`config.mk`:
```
export PLATFORM = sky130hd
export DESIGN_NAME = bb_ioreg_turn
export DESIGN_NICKNAME = d
export VERILOG_FILES = /design/src/rtl/bb_ioreg_turn_pkg.sv /design/src/rtl/bb_ioreg_bit.sv /design/src/rtl/bb_ioreg_turn.sv
export SDC_FILE = /design/constraint.sdc
export NUM_CORES = 1
export LEC_CHECK = 0
export CORE_MARGIN = 10
export CORE_UTILIZATION = 46
export CTS_BUF_LIST = sky130_fd_sc_hd__clkbuf_2 sky130_fd_sc_hd__clkbuf_4 sky130_fd_sc_hd__clkbuf_8
export DETAILED_ROUTE_END_ITERATION = 16
export PLACE_DENSITY = 0.82
export SLEW_MARGIN = 20
export SYNTH_ARGS = -nofsm -noshare
export SYNTH_HDL_FRONTEND = slang
export SYNTH_SLANG_ARGS = --single-unit
export TNS_END_PERCENT = 10
```
`constraint.sdc`:
```
create_clock -name SCLK -period 2.1 [get_ports SCLK]
set_input_delay 0.21 -clock SCLK [delete_from_list [all_inputs] [get_ports SCLK]]
set_output_delay 0.21 -clock SCLK [all_outputs]
set_load 0.05 [all_outputs]
```
`src/rtl/bb_ioreg_turn_pkg.sv`:
```
// Shared definitions for the registered bidirectional I/O stage:
// FSM state encoding, tristate polarity and the turnaround counter width.
package bb_ioreg_turn_pkg;

    typedef enum logic [1:0] {
        S_RX    = 2'd0,
        S_TA_TX = 2'd1,
        S_TX    = 2'd2,
        S_TA_RX = 2'd3
    } state_t;

    localparam logic T_HIZ   = 1'b1;
    localparam logic T_DRIVE = 1'b0;

    localparam int CNT_W = 4;

    function automatic logic is_turnaround(input state_t s);
        return (s == S_TA_TX) || (s == S_TA_RX);
    endfunction

endpackage

```
`src/rtl/bb_ioreg_bit.sv`:
```
// One lane of the I/O stage: the I, T and receive flops for a single BB pad.
// The pad primitive itself sits outside, on the BB_I/BB_T/BB_O ports of the top.
module bb_ioreg_bit
    import bb_ioreg_turn_pkg::*;
(
    input  logic clk,
    input  logic rst_n,
    input  logic ce,
    input  logic drive_next,
    input  logic txd,
    input  logic bb_o,
    output logic bb_i,
    output logic bb_t,
    output logic rxd
);

    // Pad controls follow the upcoming state; receive side samples the pad every enabled edge.
    always_ff @(posedge clk or negedge rst_n) begin
        if (!rst_n) begin
            bb_i <= 1'b0;
            bb_t <= T_HIZ;
            rxd  <= 1'b0;
        end else if (ce) begin
            bb_t <= drive_next ? T_DRIVE : T_HIZ;
            if (drive_next) begin
                bb_i <= txd;
            end
            rxd <= bb_o;
        end
    end

endmodule

```
`src/rtl/bb_ioreg_turn.sv`:
```
// Registered bidirectional bus stage with a counted, tristated turnaround
// window on every direction change so the pad is never driven while it is
// being handed over.
module bb_ioreg_turn #(
    parameter int W         = 8,
    parameter int TA_CYCLES = 1
) (
    input  logic         SCLK,
    input  logic         RSTN,
    input  logic         CE,
    input  logic         DIR_REQ,
    input  logic [W-1:0] TXD,
    output logic         DIR_ACK,
    output logic         BUSY,
    output logic [W-1:0] RXD,
    output logic         RXD_VALID,
    output logic [W-1:0] BB_I,
    output logic [W-1:0] BB_T,
    input  logic [W-1:0] BB_O
);

    import bb_ioreg_turn_pkg::*;

    // The counter is loaded with one less than the window length and the
    // state exits on the edge it is found at zero, giving TA_CYCLES edges.
    localparam int              TA_M1   = (TA_CYCLES > 0) ? TA_CYCLES - 1 : 0;
    localparam logic [CNT_W-1:0] TA_LOAD = CNT_W'(TA_M1);
    localparam bit              TA_ZERO = (TA_CYCLES == 0);

    state_t           state;
    state_t           state_nxt;
    logic [CNT_W-1:0] cnt;
    logic [CNT_W-1:0] cnt_nxt;
    logic             drive_nxt;

    // Next-state and counter logic; a turnaround can't be abandoned before it expires.
    always_comb begin
        state_nxt = state;
        cnt_nxt   = cnt;
        case (state)
            S_RX: begin
                if (DIR_REQ) begin
                    if (TA_ZERO) begin
                        state_nxt = S_TX;
                    end else begin
                        state_nxt = S_TA_TX;
                        cnt_nxt   = TA_LOAD;
                    end
                end
            end
            S_TA_TX: begin
                if (cnt == '0) begin
                    state_nxt = DIR_REQ ? S_TX : S_RX;
                end else begin
                    cnt_nxt = cnt - CNT_W'(1);
                end
            end
            S_TX: begin
                if (!DIR_REQ) begin
                    if (TA_ZERO) begin
                        state_nxt = S_RX;
                    end else begin
                        state_nxt = S_TA_RX;
                        cnt_nxt   = TA_LOAD;
                    end
                end
            end
            S_TA_RX: begin
                if (cnt == '0) begin
                    state_nxt = S_RX;
                end else begin
                    cnt_nxt = cnt - CNT_W'(1);
                end
            end
            default: begin
                state_nxt = S_RX;
                cnt_nxt   = '0;
            end
        endcase
        drive_nxt = (state_nxt == S_TX);
    end

    // State, counter and status flags; reset releases the bus with no turnaround.
    always_ff @(posedge SCLK or negedge RSTN) begin
        if (!RSTN) begin
            state     <= S_RX;
            cnt       <= '0;
            DIR_ACK   <= 1'b0;
            BUSY      <= 1'b0;
            RXD_VALID <= 1'b0;
        end else if (CE) begin
            state     <= state_nxt;
            cnt       <= cnt_nxt;
            DIR_ACK   <= drive_nxt;
            BUSY      <= is_turnaround(state_nxt);
            RXD_VALID <= (state == S_RX);
        end
    end

    genvar b;
    generate
        for (b = 0; b < W; b++) begin : g_lane
            bb_ioreg_bit u_lane (
                .clk        (SCLK),
                .rst_n      (RSTN),
                .ce         (CE),
                .drive_next (drive_nxt),
                .txd        (TXD[b]),
                .bb_o       (BB_O[b]),
                .bb_i       (BB_I[b]),
                .bb_t       (BB_T[b]),
                .rxd        (RXD[b])
            );
        end
    endgenerate

endmodule

```
==> impl_metrics.ini, run 1 <==
[status]
status = finished clean

[critical_path]
path_buf_inv = 1
crit_required_ps = 1890
crit_fanout = 9
critical-path-top-delay-family = buffers and inverters
crit_path_start_kind = register
reg2regPathDepth = 6
slowest_stage = clkdlybuf4s50_1
crit_start = g_lane[5].u_lane.bb_t
r2r_setup_slack_ps = 250
worstPathArrival_ps = 1780
cpPeakStageDelay_ps = 830
worstPathCellList = clkdlybuf4s50_1
r2r-start = cnt[0]
timing.rr.end = g_lane[1].u_lane.bb_i
critical_path_class = reg2out
endpoint_kind = output pin

[timing]
hold_slack_ps = 222
clock_skew_ps = 8.26
fmax_ghz = 0.503
final_max_slew_viol_count = 0
slew_headroom_pct = 65.4
timing.final.crit_period_ps = 1990
hold_viol_final = 0
worst_slack_ps = 112
finalCritPeriodShare_pct = 94.7
tns_ps = 0
finalSetupViolCount = 0
rsz0062_at_grt = no
worst_pin_slew_ps = 517

[die]
die_area_um2 = 5360
core.rowCount = 19
start_util_pct = 47.6
die_w_um = 73.2
core-area_um2 = 2730
die_h_um = 73.2
ios = 47

[synthesis]
synth_top_cell_area_share_pct = 48.1
synth-edff-count = 0
synth-main-ff-cell = dfrtp_1
synth_area_per_cell_um2 = 12.3
syn_inst = 106
yosysWarnings = 0
ys_ff_latch = 26
netlist_top_cells_area = dfrtp_1 (48%), mux2_2 (15%), buf_4 (14%)
synthTopCellsByCount = dfrtp_1 (25), buf_4 (24), mux2_2 (17), inv_1 (7), nor2_1 (5)
syn_area_um2 = 1300
synth_fp_nets = 127
synth_top_cell_by_area = dfrtp_1
synthArstFlopShare_pct = 100
synth_seq_area_share_pct = 50.1
ys_types = 31
synth.most_common_cell = dfrtp_1

[final_layout]
drive_gt1_share_pct = 21.8
areaGrowthSynthToFinish_pct = 29.4
fin_nets = 155
fin_area_um2 = 1680
n_antenna_cell = 0

[place]
dp_worst_setup_slack_ps = 204
hpwl_um = 2260
numPortBuffers = 46
placed_cell_area_um2 = 1630
routabilityCongestion = 0.705

[detailed_routing]
firstDrtPassIters = 5
dr.first_iter.drc_count = 20
drc = 0
vias = 844
vias_per_cell = 5.15
postRouteAntennaNets = 0
wl_um = 2850
wire_per_inst_um = 17.4

[clock_tree]
cts_resized = 0
clk_path_buf_depth = 2
clkLatencyLatePin_ps = 330
cts_tree = done
cts_setup_buffers = 0
numCtsBuffers = 3
cts_hold_buf = 0
htree_levels = 1
clk_pin_slew_ps = 150
ctsRootBufferMaster = clkbuf_4
clkSinkCount = 26

[global_route]
grt_max_degree = 27
grt_usage_pct = 11.1
gr-total-overflow = 0
grtUsageMet1_pct = 12.5
grt_first_pass_wirelength_um = 4770
met2_usage_pct = 18.4
antenna_found_initial = 0
globalRoute.busiestLayer = met2
grt_pass1_vias = 972
met3_usage_pct = 5.58

[power]
pwr-share-clk_pct = 14.4
power_density_nw_per_um2 = 1430
p_int_mw = 1.35
vdd_ir_drop_max_v = 0.000982
power_frac_comb_pct = 51.3
swShare_pct = 44.1
p_leak_nw = 0.752
p_switching_mw = 1.06
seq_power_share_pct = 34.4

[job]
timing.max_cap.violations = 0

[min_path]
min_path_type = in2async
-- flip-flops by register name, indices dropped and copies added, names as in the netlist --
register / cells
BUSY: 1
DIR_ACK: 1
RXD_VALID: 1
cnt: 4
g_lane.u_lane.bb_i: 8
g_lane.u_lane.bb_t: 1
g_lane.u_lane.rxd: 8
state: 2
-- metrics by stage --
step | cells | utilization [%] | total power, mW
final | 164 | 61.6 | 2.41
after global routing | 164 | 61.6 | 2.55
after CTS | 164 | 61.6 | 2.44
after detailed placement | 160 | 59.7 | 2.09
after global placement | 160 | 59.7 | 2.04
after floorplan | 106 | - | 1.83
-- power groups by stage --
stage	sequential [mW]	clock [mW]	combinational (mW)
after global routing	0.859	0.384	1.31
after CTS	0.831	0.357	1.25
after floorplan	0.836	0	0.992
after detailed placement	0.837	0	1.25
after global placement	0.823	0	1.21
final	0.830	0.347	1.24
-- worst max path at each step --
stage,end,slack (ps),cells past startpoint
CTS,BB_T[2],90,1
finish,BB_T[5],110,1
global route,BB_T[5],30,1
global placement,g_lane[3].u_lane.bb_i,260,5
floorplan,g_lane[0].u_lane.bb_i,280,5
detailed placement,g_lane[0].u_lane.bb_i,200,5
-- cell families after synthesis --
logic type,count (synthesis),synth area share (%)
AND/OR/NAND/NOR,14,7.12
buffers and inverters,34,17.3
adder cells (fa/ha/maj),1,0.961
multiplexers,17,14.7
flip-flops,26,50.1
AO/OA/AOI/OAI,13,9.14
XOR/XNOR,1,0.673
-- worst register-to-register path: stages (launching register included) --
cell and delay (ps):
dfrtp_1 440, inv_1 90, ha_1 240, nand3b_4 120, o41ai_4 280, buf_4 230, mux2_2 350
-- layer usage --
layer / up-vias / share of wire, %
met5: - / 0
met4: 0 / 0.67
met3: 2 / 11
met2: 34 / 51
met1: 414 / 37
li1: 394 / -
-- area by class of cell --
class,instances,area (µm²)
multi-input combinational,46,424
tap,31,38.8
sequential,26,652
fill,218,1050
clock inverter,1,30.0
clock buffer,3,22.5
inverter,7,26.3
timing repair buffer,50,490
-- cell usage in the layout (no fill, tap or decap), types with 2 or more instances in the layout --
cell type,netlist,final
nor2_1,5,5
clkbuf_4,0,3
o21ai_0,2,2
dfrtp_1,25,25
clkdlybuf4s50_1,0,46
inv_1,7,7
buf_4,24,4
mux2_2,17,17
Power figures use the tool's default switching activity.
==> run 2: changes to the inputs <==
--- a/config.mk
+++ b/config.mk
@@ -5,6 +5,7 @@
 export SDC_FILE = /design/constraint.sdc
 export NUM_CORES = 1
 export LEC_CHECK = 0
+export ABC_AREA = 1
 export CORE_MARGIN = 10
 export CORE_UTILIZATION = 46
 export CTS_BUF_LIST = sky130_fd_sc_hd__clkbuf_2 sky130_fd_sc_hd__clkbuf_4 sky130_fd_sc_hd__clkbuf_8
==> run 2 against run 1 <==
Net effect: power increased by 17%; combinational power increased by 35%; worst setup slack got worse by 5.5 ps; clock skew increased by 3.3 ps; maximum frequency decreased by 0.28%.
==> impl_metrics.ini, run 2 <==
[synthesis]
syn_inst = 151
synth_top_cell_area_share_pct = 47.8
synthArstFlopShare_pct = 100
synth-edff-count = 0
synthTopCellsByCount = nand2_1 (56), dfrtp_1 (25), buf_4 (24), nand3_1 (10), inv_1 (8)
netlist_top_cells_area = dfrtp_1 (48%), nand2_1 (16%), buf_4 (14%)
synth_top_cell_by_area = dfrtp_1
syn_area_um2 = 1310
synth_fp_nets = 172
synth-main-ff-cell = dfrtp_1
ys_ff_latch = 26
synth_seq_area_share_pct = 49.8
synth.most_common_cell = nand2_1
synth_area_per_cell_um2 = 8.68
yosysWarnings = 0
ys_types = 23

[min_path]
min_path_type = in2async

[detailed_routing]
wire_per_inst_um = 14.4
drc = 0
vias = 995
dr.first_iter.drc_count = 75
postRouteAntennaNets = 0
wl_um = 2990
firstDrtPassIters = 4
vias_per_cell = 4.78

[power]
vdd_ir_drop_max_v = 0.00132
power_density_nw_per_um2 = 1670
p_leak_nw = 0.818

[timing]
hold_viol_final = 0
finalSetupViolCount = 0
slew_headroom_pct = 64.9
tns_ps = 0
clock_skew_ps = 11.5
finalCritPeriodShare_pct = 94.9
timing.final.crit_period_ps = 1990
worst_pin_slew_ps = 524
fmax_ghz = 0.502
final_max_slew_viol_count = 0
rsz0062_at_grt = no

[critical_path]
crit_start = g_lane[5].u_lane.bb_t
cpPeakStageDelay_ps = 840
worstPathCellList = clkdlybuf4s50_1
worstPathArrival_ps = 1780
cp.depth = 1
path_buf_inv = 1
crit_fanout = 9
slowest_stage = clkdlybuf4s50_1
critical_path_class = reg2out
crit_path_start_kind = register
r2r-start = cnt[0]
timing.rr.end = g_lane[5].u_lane.bb_i
endpoint_kind = output pin
critical-path-top-delay-family = buffers and inverters
reg2regPathDepth = 9
r2r_setup_slack_ps = 440
crit_required_ps = 1890
crit_end = BB_T[7]

[die]
ios = 47
core.rowCount = 19
die_area_um2 = 5380
start_util_pct = 47.9
die_h_um = 73.4
core-area_um2 = 2730
die_w_um = 73.4

[status]
status = finished clean

[final_layout]
final_common_cell = nand2_1
fin_cells = 208
final_cell_mix = nand2_1 (56), clkdlybuf4s50_1 (46), dfrtp_1 (25)
fin_nets = 199
reg_top3 = g_lane.u_lane.bb_i (8), g_lane.u_lane.rxd (8), cnt (4)
areaGrowthSynthToFinish_pct = 28.9
n_antenna_cell = 0
num-fill-cells = 243
drive_gt1_share_pct = 9.60

[clock_tree]
clk_path_buf_depth = 2
cts_setup_buffers = 0
clkSinkCount = 26
numCtsBuffers = 3
cts_resized = 0
cts_hold_buf = 0
htree_levels = 1
ctsRootBufferMaster = clkbuf_4
cts_tree = done
clk_pin_slew_ps = 140
clkLatencyLatePin_ps = 330

[global_route]
grt_pass1_vias = 1018
grt_usage_pct = 11.3
gr-total-overflow = 0
grt_first_pass_wirelength_um = 4920
antenna_found_initial = 0
grt_max_degree = 27

[place]
numPortBuffers = 46
hpwl_um = 2360
dp_cells = 204
routabilityCongestion = 0.796

[job]
timing.max_cap.violations = 0
==> run 2: cell count changes in the layout (fill, tap and decap cells not counted), sizes merged, moves of 2 or more <==
cell | before | now
nand3 | 1 | 11
nand2 | 1 | 58
mux2 | 17 | 0
inv | 7 | 9
a21oi | 1 | 3
o21ai | 2 | 7
buf | 4 | 2
==> run 2: area by class of cell <==
cell class / count / area, µm² / area share, %
multi-input combinational: 90 / 437 / 25.9
tap: 31 / 38.8 / 2.30
sequential: 26 / 652 / 38.6
clock inverter: 1 / 30.0 / 1.78
clock buffer: 3 / 22.5 / 1.33
timing repair buffer: 48 / 475 / 28.1
inverter: 9 / 33.8 / 2.00
==> run 2: worst min path at each step <==
stage / from / to / slack, ps
detailed placement: g_lane[6].u_lane.bb_i / g_lane[6].u_lane.bb_i / 460
global placement: g_lane[3].u_lane.bb_i / g_lane[3].u_lane.bb_i / 450
floorplan: RSTN / BUSY / -90
finish: RSTN / g_lane[3].u_lane.bb_i / 230
global route: RSTN / g_lane[3].u_lane.bb_i / 250
CTS: RSTN / g_lane[3].u_lane.bb_i / 240
==> run 2: metal layers <==
metal  global-route usage [%]  wire length (µm)  vias to the layer above
met2                     20.2              1550                       24
met3                     3.50               204                        4
li1                         -                 -                      505
met4                     3.11                27                        0
met1                     12.4              1210                      462
met5                        0                 0                        -
==> run 2: cells by family after synthesis <==
family                     Yosys count  share of synthesized area [%]
and+or+nand+nor                     77                           26.4
buffers and inverters               35                           16.9
DFF                                 26                           49.8
AOI/OAI and AO/OA                   12                           6.02
adders and majority gates            1                          0.955
==> run 2: worst register-to-register path, stage by stage (launching register included) <==
cell,delay (ps)
dfrtp_1,410
inv_1,110
ha_1,180
inv_1,70
nor2_4,120
nand2_2,90
a21oi_4,320
nand2_4,140
nand2_1,80
nand2_1,50
==> run 2: report_power, final <==
part,total (mW),internal [mW],switching [mW]
Sequential,0.802,0.676,0.126
Combinational,1.67,0.530,1.14
Clock,0.343,0.193,0.150
Total,2.82,1.40,1.42
==> run 2: stage by stage <==
stage	hold WS, ps	power [mW]	util (%)	worst slack, ps	area (µm²)
2_1_floorplan	-85.6	2.17	-	654	1310
3_3_place_gp	455	2.45	59.9	494	1640
3_5_place_dp	460	2.51	59.9	409	1640
4_1_cts	237	2.85	61.8	92.2	1690
5_1_grt	246	2.99	61.8	30.9	1690
6_report	225	2.82	61.8	107	1690
